<file path="src/rtl/dmem_lsu_pkg.sv">
// Shared types and constants for the data-memory load/store unit.
package dmem_lsu_pkg;

    // Access size encoding, matching the req_size field of the core request.
    typedef enum logic [1:0] {
        SZ_B   = 2'b00,
        SZ_H   = 2'b01,
        SZ_W   = 2'b10,
        SZ_ILL = 2'b11
    } size_e;

    // Control states of the LSU sequencer.
    typedef enum logic [2:0] {
        IDLE   = 3'd0,
        LOAD   = 3'd1,
        RMW_RD = 3'd2,
        WRITE  = 3'd3,
        RESP   = 3'd4
    } state_e;

    localparam int NLANES = 4;
    localparam int LANE_W = 8;
    localparam int WORD_W = NLANES * LANE_W;

    // Returns 1 when the size is illegal or the byte offset is not aligned to the size.
    function automatic logic access_error(input size_e size, input logic [1:0] offset);
        logic err;
        err = 1'b0;
        case (size)
            SZ_B:    err = 1'b0;
            SZ_H:    err = offset[0];
            SZ_W:    err = |offset;
            default: err = 1'b1;
        endcase
        return err;
    endfunction

endpackage

</file>
<file path="src/rtl/dmem_lsu_lane.sv">
// Byte-lane datapath: load extraction/extension and sub-word store merge.
module dmem_lsu_lane
    import dmem_lsu_pkg::*;
(
    input  logic [WORD_W-1:0] word,
    input  logic [1:0]        offset,
    input  size_e             size,
    input  logic              is_unsigned,
    input  logic [WORD_W-1:0] wdata,
    output logic [WORD_W-1:0] load_data,
    output logic [WORD_W-1:0] merge_data
);

    // Aligned accesses let a plain byte shift bring the addressed lane(s) down to bit 0.
    logic [WORD_W-1:0] shifted;
    assign shifted = word >> {offset, 3'b000};

    // Extract the addressed byte/half and sign- or zero-extend it.
    always_comb begin
        load_data = word;
        case (size)
            SZ_B:    load_data = {{24{~is_unsigned & shifted[7]}}, shifted[7:0]};
            SZ_H:    load_data = {{16{~is_unsigned & shifted[15]}}, shifted[15:0]};
            default: load_data = word;
        endcase
    end

    // Each lane picks either the old memory byte or the matching store byte.
    for (genvar gi = 0; gi < NLANES; gi++) begin : g_lane
        localparam logic [1:0] LANE = 2'(gi);
        logic              lane_en;
        logic [LANE_W-1:0] lane_byte;

        // Decide whether this lane is written and which store byte lands in it.
        always_comb begin
            lane_en   = 1'b1;
            lane_byte = wdata[LANE_W*gi +: LANE_W];
            case (size)
                SZ_B: begin
                    lane_en   = (offset == LANE);
                    lane_byte = wdata[7:0];
                end
                SZ_H: begin
                    lane_en   = (offset[1] == LANE[1]);
                    lane_byte = LANE[0] ? wdata[15:8] : wdata[7:0];
                end
                default: begin
                    lane_en   = 1'b1;
                    lane_byte = wdata[LANE_W*gi +: LANE_W];
                end
            endcase
        end

        assign merge_data[LANE_W*gi +: LANE_W] = lane_en ? lane_byte : word[LANE_W*gi +: LANE_W];
    end

endmodule

</file>
<file path="src/rtl/dmem_lsu.sv">
// Load/store unit: sequences byte-addressed core requests into word accesses
// on a single-port data memory, with read-modify-write for sub-word stores.
module dmem_lsu
    import dmem_lsu_pkg::*;
#(
    parameter int AWIDTH = 8,
    parameter int DWIDTH = 32
) (
    input  logic              clk,
    input  logic              rst_n,
    input  logic              req_valid,
    output logic              req_ready,
    input  logic              req_we,
    input  logic [1:0]        req_size,
    input  logic              req_unsigned,
    input  logic [AWIDTH+1:0] req_addr,
    input  logic [DWIDTH-1:0] req_wdata,
    output logic              rsp_valid,
    output logic [DWIDTH-1:0] rsp_rdata,
    output logic              rsp_err,
    output logic [AWIDTH-1:0] mem_addr,
    output logic [DWIDTH-1:0] mem_wdata,
    output logic              mem_wen,
    input  logic [DWIDTH-1:0] mem_rdata
);

    state_e             state_reg, state_next;
    logic               we_reg;
    size_e              size_reg;
    logic               uns_reg;
    logic [AWIDTH+1:0]  addr_reg;
    logic [DWIDTH-1:0]  wdata_reg;
    logic               err_reg;
    logic [DWIDTH-1:0]  rdata_reg;
    logic [DWIDTH-1:0]  merge_reg;

    size_e              req_size_e;
    logic               accept;
    logic               req_err;
    logic [DWIDTH-1:0]  load_data;
    logic [DWIDTH-1:0]  merge_data;

    assign req_size_e = size_e'(req_size);
    assign accept     = (state_reg == IDLE) && req_valid;
    assign req_err    = access_error(req_size_e, req_addr[1:0]);

    // The lane unit sees the live memory word; LOAD and RMW_RD each sample the result they need.
    dmem_lsu_lane u_lane (
        .word        (mem_rdata),
        .offset      (addr_reg[1:0]),
        .size        (size_reg),
        .is_unsigned (uns_reg),
        .wdata       (wdata_reg),
        .load_data   (load_data),
        .merge_data  (merge_data)
    );

    // State register; reset abandons any in-flight access before its write edge.
    always_ff @(posedge clk or negedge rst_n) begin
        if (!rst_n) begin
            state_reg <= IDLE;
        end else begin
            state_reg <= state_next;
        end
    end

    // Next-state selection: errors skip memory, word stores skip the read phase.
    always_comb begin
        state_next = state_reg;
        case (state_reg)
            IDLE: begin
                if (accept) begin
                    if (req_err)                 state_next = RESP;
                    else if (!req_we)            state_next = LOAD;
                    else if (req_size_e == SZ_W) state_next = WRITE;
                    else                         state_next = RMW_RD;
                end
            end
            LOAD:    state_next = RESP;
            RMW_RD:  state_next = WRITE;
            WRITE:   state_next = RESP;
            RESP:    state_next = IDLE;
            default: state_next = IDLE;
        endcase
    end

    // Request capture at accept, plus load result and merge word captured in their states.
    always_ff @(posedge clk or negedge rst_n) begin
        if (!rst_n) begin
            we_reg    <= 1'b0;
            size_reg  <= SZ_B;
            uns_reg   <= 1'b0;
            addr_reg  <= '0;
            wdata_reg <= '0;
            err_reg   <= 1'b0;
            rdata_reg <= '0;
            merge_reg <= '0;
        end else begin
            if (accept) begin
                we_reg    <= req_we;
                size_reg  <= req_size_e;
                uns_reg   <= req_unsigned;
                addr_reg  <= req_addr;
                wdata_reg <= req_wdata;
                err_reg   <= req_err;
                rdata_reg <= '0;
            end
            if (state_reg == LOAD) begin
                rdata_reg <= load_data;
            end
            if (state_reg == RMW_RD) begin
                merge_reg <= merge_data;
            end
        end
    end

    // Outputs decode from the state so reset drives them to idle values immediately.
    always_comb begin
        req_ready = (state_reg == IDLE);
        rsp_valid = (state_reg == RESP);
        rsp_rdata = '0;
        rsp_err   = 1'b0;
        mem_addr  = '0;
        mem_wdata = '0;
        mem_wen   = 1'b0;
        if (state_reg == RESP) begin
            rsp_rdata = we_reg ? '0 : rdata_reg;
            rsp_err   = err_reg;
        end
        if (state_reg == LOAD || state_reg == RMW_RD || state_reg == WRITE) begin
            mem_addr = addr_reg[AWIDTH+1:2];
        end
        if (state_reg == WRITE) begin
            mem_wen   = 1'b1;
            mem_wdata = (size_reg == SZ_W) ? wdata_reg : merge_reg;
        end
    end

endmodule

</file>
<file path="config.mk">
export PLATFORM = sky130hd
export DESIGN_NAME = dmem_lsu
export DESIGN_NICKNAME = d
export VERILOG_FILES = /design/src/rtl/dmem_lsu_pkg.sv /design/src/rtl/dmem_lsu_lane.sv /design/src/rtl/dmem_lsu.sv
export SDC_FILE = /design/constraint.sdc
export NUM_CORES = 1
export LEC_CHECK = 0
export ABC_AREA = 1
export ABC_CLOCK_PERIOD_IN_PS = 2200
export BUFFER_PORTS_ARGS = -buffer_cell sky130_fd_sc_hd__clkbuf_2
export CAP_MARGIN = 20
export CORE_UTILIZATION = 59
export CTS_CLUSTER_DIAMETER = 40
export DETAILED_ROUTE_END_ITERATION = 8
export PLACE_DENSITY = 0.95
export SLEW_MARGIN = 20
export SYNTH_ARGS = -nofsm -noshare
export SYNTH_HDL_FRONTEND = slang
export SYNTH_SLANG_ARGS = --single-unit
export TNS_END_PERCENT = 50
</file>
<file path="constraint.sdc">
create_clock -name clk -period 2.2 [get_ports clk]
set_input_delay 0.11 -clock clk [delete_from_list [all_inputs] [get_ports clk]]
set_output_delay 0.11 -clock clk [all_outputs]
set_load 0.01 [all_outputs]
</file>
# ---- After elaboration in Yosys (flattened, before gate mapping)
# Index checks and enable logic that the tools add are counted.
# Widths: inputs -> output; s select.
dict set report word_totals {
  register_bits 114
  in_bits 81
  out_inout_bits 76
  word_cells 64
}
dict set report classes {
  n_eq_ne 12
  n_shift 1
  n_mux 27
  n_bitwise 4
  reduce_logical 11
}
# cell n
set op_table {}
lappend op_table {{$mux 32} 6}
lappend op_table {{$pmux 32 s2} 1}
lappend op_table {{$mux 8} 7}
lappend op_table {{$shr 32x5->16} 1}
lappend op_table {{$pmux 8 s2} 1}
lappend op_table {{$pmux 3 s3} 1}
lappend op_table {{$eq 2x2->1 const B} 4}
lappend op_table {{$pmux 1 s2} 4}
lappend op_table {{$eq 2x1->1 const B} 3}
lappend op_table {{$eq 3x2->1 const B} 2}
lappend op_table {{$logic_not 2->1} 3}
lappend op_table {{$mux 3} 2}
lappend op_table {{$reduce_or 2->1} 3}
lappend op_table {{$eq 3x1->1 const B} 1}
lappend op_table {{$eq 3x3->1 const B} 1}
lappend op_table {{$logic_not 3->1} 1}
lappend op_table {{$mux 1} 3}
lappend op_table {{$pmux 1 s3} 1}
lappend op_table {{$and 1x1->1} 2}
lappend op_table {{$logic_or 1x1->1} 2}
lappend op_table {{$mux 2} 1}
lappend op_table {{$ne 2x1->1 const B} 1}
lappend op_table {{$not 1->1} 2}
lappend op_table {{$reduce_bool 2->1} 1}
lappend op_table {{$logic_and 1x1->1} 1}

# ---- Longest topological paths before layout
dict set report logic_depth {
  ltp_word 6
  depth_mapped 11
  mapped_depth_nobuf 9
}

# ---- Modules after synthesis
# From an unflattened synthesis, not the netlist that was laid out.
dict set report hier_totals {
  hier_cells 1019
  area_unflattened_um2 6769.0
}
# mod n_inst cells_each area_per_inst_um2 seq_area_each_um2
set modules_own_cells {}
lappend modules_own_cells {dmem_lsu 1 658 5161.2 2852.7}
lappend modules_own_cells {dmem_lsu_lane 1 361 1607.8 0.0}

# ---- Worst setup path before layout
# No wires, ideal clock.
dict set report synth_timing {
  kind {register to output}
  from {register state_reg[2]}
  to {output mem_wdata[15]}
  arrival_ns 1.317
  required_ns 2.090
  path_slack_ns 0.773
  stages_incl_launch_ff 7
  n_path_buf 1
  cell_sequence {dfrtp_1 -> inv_2 -> nand2_1 -> nor2_2 -> clkbuf_1 -> o21ai_0 -> a21oi_1}
}
dict set report synth_via {
  elab_chain_cells 2
}
# element line_no
set synth_rtl {}
lappend synth_rtl {{start: declaration} dmem_lsu.sv:27} ;# state_e state_reg, state_next;
lappend synth_rtl {{start signal: assignment} dmem_lsu.sv:63} ;# state_reg <= state_next;
lappend synth_rtl {{$eq 3x2->1} dmem_lsu.sv:133} ;# if (state_reg == WRITE) begin
lappend synth_rtl {{$mux 32} dmem_lsu.sv:133}
lappend synth_rtl {{end: declaration} dmem_lsu.sv:22} ;# output logic [DWIDTH-1:0] mem_wdata,
# Every way passes these cells.

# ---- Final worst setup path
dict set report layout_timing {
  from {register state_reg[2]}
  to {output mem_wdata[30]}
}
# The elaborated chain is that of the path after synthesis.

==> out/results.ini <==
[status]
outcome=completed

[pwr]
power_density_nw_per_um2=1460
vdd_drop_max_uv=1280
p_comb_share_pct=45.3
p_int_w=0.00710
finalPower_w=0.0128
pwr-share-seq_pct=30.6
switching_share_pct=44.8
pwr-share-clk_pct=24.1
p_leak_nw=4.69
p_switching_w=0.00575

[floorplan]
start_util_pct=60.6
core_area_um2=10900
die_x_um=108
die-area_um2=11600
io_pins=157
rows=38
die_y_um=108

[layout]
final_area_um2=8790
num-fill-cells=652
area_growth_pct=33.2
post-route-util_pct=80.8
antenna_cells=0
fin_nets=1209
drive_gt1_share_pct=23.3

[grt]
grt_max_degree=74
grt_pass1_vias=7180
grt_pass1_wl_um=36000
antenna_found_initial=0
grt_use_total_pct=41.1
overflow=0

[detailed_routing]
top_layer=met4
routed_wl_um=22800
wire_per_inst_um=17.8
drt_first_pass_iters=7
m1WireLength_um=8060
num_vias=7427
drt_iter0_markers=1069
wl_met3_um=2610
dr_wl_met2_um=10800
drc_errors=0
via_per_inst=5.80
ant_nets=0

[logic_synthesis]
synth_seq_area_share_pct=43.2
synth_common_cells=nand2_1, dfrtp_1, nor2_1
synthTopCellsByArea=dfrtp_1, nand2_1, nor2_1
syn_inst=917
yosysMostFrequentCell=nand2_1
syn-num-nets=998
yosysTopAreaCell=dfrtp_1
ys.flop_type=dfrtp_1
async_reset_ff_share_pct=100
synth.distinct_cells=30
synthMuxAreaShare_pct=3.87
ys_ff_latch=114
synth_top_area_share_pct=43.2
synthXorXnorAreaFrac_pct=0
syn-cell-area_um2=6600
synth_fa_ha_area_share_pct=0
synth_top_family_by_area=simple AND/OR/NAND/NOR gates
yosys_warnings=0
syn_area_per_cell_um2=7.20
synth-simple-area-share_pct=32.3
synth_edf_count=0
synth_compound_area_share_pct=12.5

[timing]
slew_violations=0
min_period_over_period_pct=98.9
holdWs_ns=0.00564
min_period_ns=2.18
setup_viol_count_final=0
fin_skew_ns=0.00855
hold_viol=0
fmax_ghz=0.459
rsz0062_at_grt=yes
slew_headroom_pct=33.5
max_slew.worst_pin.slew_ns=0.997

[setup_path]
r2r_cells=7
start_kind=register
cp_num_buf_inv=4
crit_fanout=26
cp.depth=7
critPathLaunch=state_reg[2]
rr_endpoint=wdata_reg[13]
cp.arrival_ns=2.07
end_kind=output port
r2r_slack_ns=0.28
r2r_start=state_reg[1]
path_class=reg2out
cp_slowest_cell=dfrtp_1
crit_chain=inv_2 -> nand2_1 -> nor2_2 -> buf_6 -> inv_1 -> a21oi_1 -> clkbuf_2
cp.required_ns=2.09
endpoint=mem_wdata[30]
crit_family=buffers and inverters
critPathMaxStageDelay_ns=0.40

[clocking]
root_buffer=clkbuf_8
post_cts_buffers=0
cts_buffer_depth=2
clk_pin_slew_ns=0.06
cts_buffers=17
tritoncts=built
clock_sinks=114
insertion_delay_ns=0.53
htree_levels=4

[placed_design]
gp_congestion=0.955
portBuffers=156
dp_hpwl_um=13500
dpl-instance-area_um2=7420

[flow_run]
drv_cap=0

[worst_hold_path]
hold_depth=5
hp-class=in2reg

==> placed cells by master, fill, tap and decap left out, types with 2 or more instances in the layout <==
cell	n
inv_2	8
o21ai_0	25
a21oi_2	12
buf_4	13
clkbuf_8	4
clkinv_2	3
o211ai_1	13
dlygate4sd3_1	70
inv_4	3
nor2_2	7
clkinv_4	3
bufinv_16	5
nand3_1	43
buf_12	2
inv_1	51
nor2_1	113
o21ai_1	37
mux2_4	17
nand2_2	4
dfrtp_1	113
clkbuf_2	155
clkbuf_16	16
nand2_4	3
nand4_1	8
a21oi_1	56
nand2_1	344
==> worst min-delay path, delay by kind of cell <==
kind	cells	cell delay, ns
simple gates	4	0.23
buf+inv	1	0.15
==> per-layer routing <==
layer / up-vias / track usage [%]
met5: - / 0
met4: 0 / 22.5
met3: 153 / 10.9
met2: 622 / 67.7
met1: 3321 / 48.8
li1: 3331 / -
==> how the worst min path moves through the flow <==
stage | from | endpoint | slack, ns
2_1_floorplan | rst_n | addr_reg[0] | -0.19
5_1_grt | mem_rdata[9] | merge_reg[9] | 0.02
3_3_place_gp | rst_n | addr_reg[2] | -0.06
4_1_cts | rst_n | addr_reg[8] | 0.0005
6_report | mem_rdata[10] | rdata_reg[10] | 0.006
3_5_place_dp | rst_n | addr_reg[2] | -0.06
==> power by group through the flow <==
stage / Clock [W] / Sequential [W] / Combinational [W]
6_report: 0.00309 / 0.00393 / 0.00582
5_1_grt: 0.00318 / 0.00402 / 0.00635
4_1_cts: 0.00305 / 0.00385 / 0.00548
3_5_place_dp: 0 / 0.00385 / 0.00526
3_3_place_gp: 0 / 0.00382 / 0.00514
2_1_floorplan: 0 / 0.00352 / 0.00431
==> metrics by stage <==
stage                     setup slack, ns  cells  setup TNS [ns]
after floorplan                     0.773    917               0
after global placement              0.481   1179               0
after detailed placement            0.399   1179               0
after CTS                          0.0405   1279               0
after global routing              -0.0121   1281         -0.0121
final                              0.0234   1281               0
==> final cells by class <==
class                           instances  area (um2)  share of cell area (%)
Sequential cell                       114        2850                    32.5
Clock buffer                           20         455                    5.18
Multi-Input combinational cell        690        3220                    36.6
Inverter                               63         245                    2.79
Tap cell                              140         175                    1.99
Timing Repair Buffer                  242        1640                    18.7
Clock inverter                         12         203                    2.31
==> cells by family after synthesis <==
logic type             after synthesis
flip-flops                         114
multiplexers                        17
AO/OA/AOI/OAI                      146
AND/OR/NAND/NOR                    527
buffers and inverters              113
==> timing repair <==
| item | CTS | global route |
|---|---|---|
| gates resized for setup | 1 | 5 |
| hold buffers | 68 | 2 |
| hold endpoints to repair | 185 | 8 |
| endpoints found under the setup margin | 1 | 45 |
Note: power is estimated with default switching activity, not from simulation.
